### config.mk
export PLATFORM = sky130hd
export DESIGN_NAME = if_id_stage_ctrl
export DESIGN_NICKNAME = d
export VERILOG_FILES = /design/src/rtl/if_id_stage_ctrl.sv
export SDC_FILE = /design/constraint.sdc
export NUM_CORES = 1
export LEC_CHECK = 0
export CAP_MARGIN = 10
export CORE_MARGIN = 3
export CORE_UTILIZATION = 38
export DETAILED_ROUTE_END_ITERATION = 8
export GPL_ROUTABILITY_DRIVEN = 0
export PLACE_DENSITY_LB_ADDON = 0.15
export SLEW_MARGIN = 20
export SYNTH_ARGS = -nofsm -noshare
export SYNTH_HDL_FRONTEND = slang
export SYNTH_SLANG_ARGS = --single-unit
### constraint.sdc
create_clock -name clk -period 1.5 [get_ports clk]
set_input_delay 0.15 -clock clk [delete_from_list [all_inputs] [get_ports clk]]
set_output_delay 0.15 -clock clk [all_outputs]
set_load 0.01 [all_outputs]
### src/rtl/if_id_stage_ctrl.sv
// IF/ID pipeline register and its advance/hold/flush sequencer.
// Handles load-use stalls against EX, HALT freeze and debug single-step gating.
module if_id_stage_ctrl #(
  parameter int                NB_DATA = 32,
  parameter int                NB_REG  = 5,
  parameter int                NB_OP   = 6,
  parameter logic [NB_OP-1:0]  HALT_OP = 6'h3F
) (
  input  logic               clk,
  input  logic               reset,
  input  logic [NB_DATA-1:0] i_instruction,
  input  logic [NB_DATA-1:0] i_pc,
  input  logic               i_ex_mem_read,
  input  logic [NB_REG-1:0]  i_ex_rt,
  input  logic               i_branch_taken,
  input  logic               i_step_mode,
  input  logic               i_step,
  output logic [NB_DATA-1:0] o_instruction,
  output logic [NB_DATA-1:0] o_pc,
  output logic               o_valid,
  output logic               o_pc_write,
  output logic               o_bubble,
  output logic               o_halted
);

  localparam logic [1:0] ST_RUN   = 2'd0;
  localparam logic [1:0] ST_STALL = 2'd1;
  localparam logic [1:0] ST_STEP  = 2'd2;
  localparam logic [1:0] ST_HALT  = 2'd3;

  logic [1:0]         state_q, state_d;
  logic [NB_DATA-1:0] instr_q, instr_d;
  logic [NB_DATA-1:0] pc_q, pc_d;
  logic               valid_q, valid_d;

  logic [NB_REG-1:0]  held_rs, held_rt;
  logic [NB_OP-1:0]   fetch_op;
  logic               haz;
  logic               step_hold;
  logic               pc_write;
  logic               bubble;

  assign held_rs  = instr_q[21 +: NB_REG];
  assign held_rt  = instr_q[16 +: NB_REG];
  assign fetch_op = i_instruction[NB_DATA-1 -: NB_OP];

  // A bubble in IF/ID can never be the consumer of a load, hence the valid term.
  assign haz = i_ex_mem_read && (i_ex_rt != '0) && valid_q &&
               ((i_ex_rt == held_rs) || (i_ex_rt == held_rt));

  assign step_hold = i_step_mode && !i_step;

  always_comb begin
    instr_d  = instr_q;
    pc_d     = pc_q;
    valid_d  = valid_q;
    state_d  = ST_RUN;
    pc_write = 1'b1;
    bubble   = 1'b0;

    if (state_q == ST_HALT) begin
      state_d  = ST_HALT;
      pc_write = 1'b0;
      bubble   = 1'b1;
    end else if (i_branch_taken) begin
      instr_d  = '0;
      pc_d     = '0;
      valid_d  = 1'b0;
    end else if (haz) begin
      state_d  = ST_STALL;
      pc_write = 1'b0;
      bubble   = 1'b1;
    end else if (step_hold) begin
      state_d  = ST_STEP;
      pc_write = 1'b0;
      bubble   = 1'b1;
    end else begin
      instr_d  = i_instruction;
      pc_d     = i_pc;
      valid_d  = 1'b1;
      // The HALT word itself is kept in IF/ID; the freeze starts next cycle.
      if (fetch_op == HALT_OP) begin
        state_d = ST_HALT;
      end
    end
  end

  always_ff @(posedge clk) begin
    if (reset) begin
      state_q <= ST_RUN;
      instr_q <= '0;
      pc_q    <= '0;
      valid_q <= 1'b0;
    end else begin
      state_q <= state_d;
      instr_q <= instr_d;
      pc_q    <= pc_d;
      valid_q <= valid_d;
    end
  end

  assign o_instruction = instr_q;
  assign o_pc          = pc_q;
  assign o_valid       = valid_q;
  assign o_pc_write    = pc_write;
  assign o_bubble      = bubble;
  assign o_halted      = (state_q == ST_HALT);

endmodule

==> impl_metrics.ini, run 1 <==
[worst_hold_path]
worstHoldPathType = in -> reg
min_delay_path_depth = 3

[place]
place_area_um2 = 4920
dp_hpwl_mm = 6.20
port_buffers = 142

[worst_setup_path]
cp_num_buf_inv = 1
crit_slowest_cell = dfxtp_1
worstPathCellList = xnor2_1 > nand3_1 > o22ai_2 > a21oi_2 > o21a_1 > buf_2
worstSetupPathType = reg -> out
worstPathRequired_ps = 1350
critPathMaxFanout = 2
cp-end-kind = primary output
r2r_cells = 8
cp_slowest_stage_delay_ps = 330
critPathTopFamily = compound AO/OA/AOI/OAI gates
worst-path-stages = 6
worstSetupStartpointType = register
cp.arrival_ps = 1530

[grt]
antenna_found_initial = 0
overflow = 0
grt_pass1_wl_mm = 14.4
grtUsageTotal = 0.185
grt_pass1_vias = 2951
grt_max_degree = 24

[synthesis]
netlist_area_um2 = 3170
yosys.area.top_type_share = 0.423
ys_warn_count = 0
avgSynthCellArea_um2 = 9.94
synth_cell_types = 25
yosysMostFrequentCell = inv_1
seq_area_frac_synth = 0.423
synth_flop_cell = dfxtp_1
synth-seq-cells = 67
synthArstFlopShare = 0
synth.net_count = 394
synth_edf_count = 0
synth_common_cells = inv_1, dfxtp_1, o32ai_2, o32ai_1, buf_6
synthCells = 319
synth_top_area_cell = dfxtp_1
synth_area_leaders = dfxtp_1, o32ai_2, inv_1

[clocking]
cts_tree = built
numClockSinks = 67
clkTransAtPathRegs_ps = 70
numCtsBuffers = 9
htree_levels = 3
clk_latency_ps = 330
cts_buffer_depth = 2
cts_root_buf = clkbuf_8

[final_layout]
antennaDiodeCount = 0
final_area_um2 = 5860
drive_gt1_frac = 0.301
fin_nets = 582
area_delta_synth_final_pct = 84.7

[detailed_routing]
wl_per_cell_um = 15.9
drtPass1Iterations = 4
drtIter0Drc = 42
num_vias = 2892
drt_wl_total_mm = 9.76
ant_nets = 0
route.detailed.drc = 0
viasPerCell = 4.72

[floorplan]
dieWidth_um = 97.4
core_um2 = 7930
dieArea_um2 = 9480
rows = 32
initial_core_util = 0.400
die_y_um = 97.4
io_pins = 143

[sta]
skew_ps = 12.4
post-route-period-util = 1.12
period_minus_slack_ps = 1680
final-setup-viol-count = 67
timing.hold.ws_ps = 406
tightest_slew_ps = 379
final_max_slew_viol_count = 0
hold_violations = 0
slew_headroom = 0.746
max_freq_mhz = 596
rsz0062_at_grt = yes
postLayoutSetupSlackWorst_ps = -177

[pwr]
pwr-share-comb = 0.202
finalPower_mw = 4.37
power.switching_mw = 1.03
p_clk_frac = 0.363
powerDensity_nw_per_um2 = 746
intPower_mw = 3.33
p_seq_frac = 0.435
ir_drop_uv = 567
p_leak_nw = 2.42
switching_share = 0.237

[run]
cap_viol_max_count = 0

[run_status]
outcome = complete, but fails checks
violations = setup timing
power groups by stage:
stage / Clock (mW) / Combinational (mW) / Sequential (mW)
6_report: 1.59 / 0.882 / 1.90
5_1_grt: 1.70 / 0.936 / 1.91
4_1_cts: 1.63 / 0.809 / 1.90
3_5_place_dp: 0 / 0.775 / 1.94
3_3_place_gp: 0 / 0.762 / 1.93
2_1_floorplan: 0 / 0.275 / 1.97
cell usage in the layout, fill, tap and decap left out, drive strengths merged:
master	n
a31oi	1
o311a	1
nand4	1
dfxtp	67
clkbuf	23
clkdlybuf4s50	124
o21ai	1
nand3	3
xnor2	10
nand2b	1
o32ai	64
buf	52
nor2b	1
nor2	2
or3	2
dlymetal6s2s	7
bufinv	1
o21a	1
or2	1
a221o	1
inv	130
dlygate4sd2	6
and2	1
nand2	3
a21oi	3
o22ai	4
through the flow:
stage	setup TNS, ps	cells	utilization	setup WS (ps)
global route	-12710	613	0.739	-259
floorplan	-5450	319	-	-110
finish	-8630	613	0.739	-177
detailed placement	-46140	576	0.620	-748
CTS	-10830	604	0.684	-192
global placement	-43490	576	0.620	-721
worst register-to-register path, delay by kind of cell, from the launching register on:
kind	cells	cell delay, ps
compound gates	2	300
xor+xnor	1	170
buf+inv	3	430
flops	1	330
simple gates	2	290
registers in the layout, indices dropped and copies added (netlist names):
register       flops
o_pc              32
o_valid            1
o_instruction     32
state_q            2
repair_timing:
item,CTS,global route
setup endpoints to repair,74,76
pin swaps,9,39
resized for setup,43,43
buffers inserted,8,3
cloned,5,8
hold buffers,0,0
logic make-up after synthesis:
logic type | synth area share
XOR/XNOR | 0.0276
flip-flops | 0.423
AND/OR/NAND/NOR | 0.0253
AO/OA/AOI/OAI | 0.318
buffers and inverters | 0.207
worst paths after layout:
check	from	end	slack (ps)
max reg2reg	o_instruction[17]	o_instruction[21]	-160
min	i_pc[10]	o_pc[10]	410
max	o_instruction[17]	o_pc_write	-180
min reg2reg	o_instruction[2]	o_instruction[2]	460
layer usage:
metal  vias to the layer above  global-route usage  part of all wire
met4                         0              0.0628             0.016
met3                        12              0.0546             0.049
met2                        76               0.326              0.54
met1                      1386               0.214              0.40
li1                       1418                   -                 -
met5                         -                   0                 0
final cells by class:
type | instances | area, um2
Clock buffer | 14 | 183
Clock inverter | 1 | 30.0
Fill cell | 569 | 2070
Inverter | 130 | 488
Multi-Input combinational cell | 101 | 1490
Sequential cell | 67 | 1350
Tap cell | 102 | 128
Timing Repair Buffer | 198 | 2190
Power figures use the tool's default switching activity.
==> inputs of run 2 (changes only) <==
CTS_CLUSTER_DIAMETER = 150   (was default)
==> results of run 2 <==
No change in the layout: final DEF, timing and power equal those of run 1.
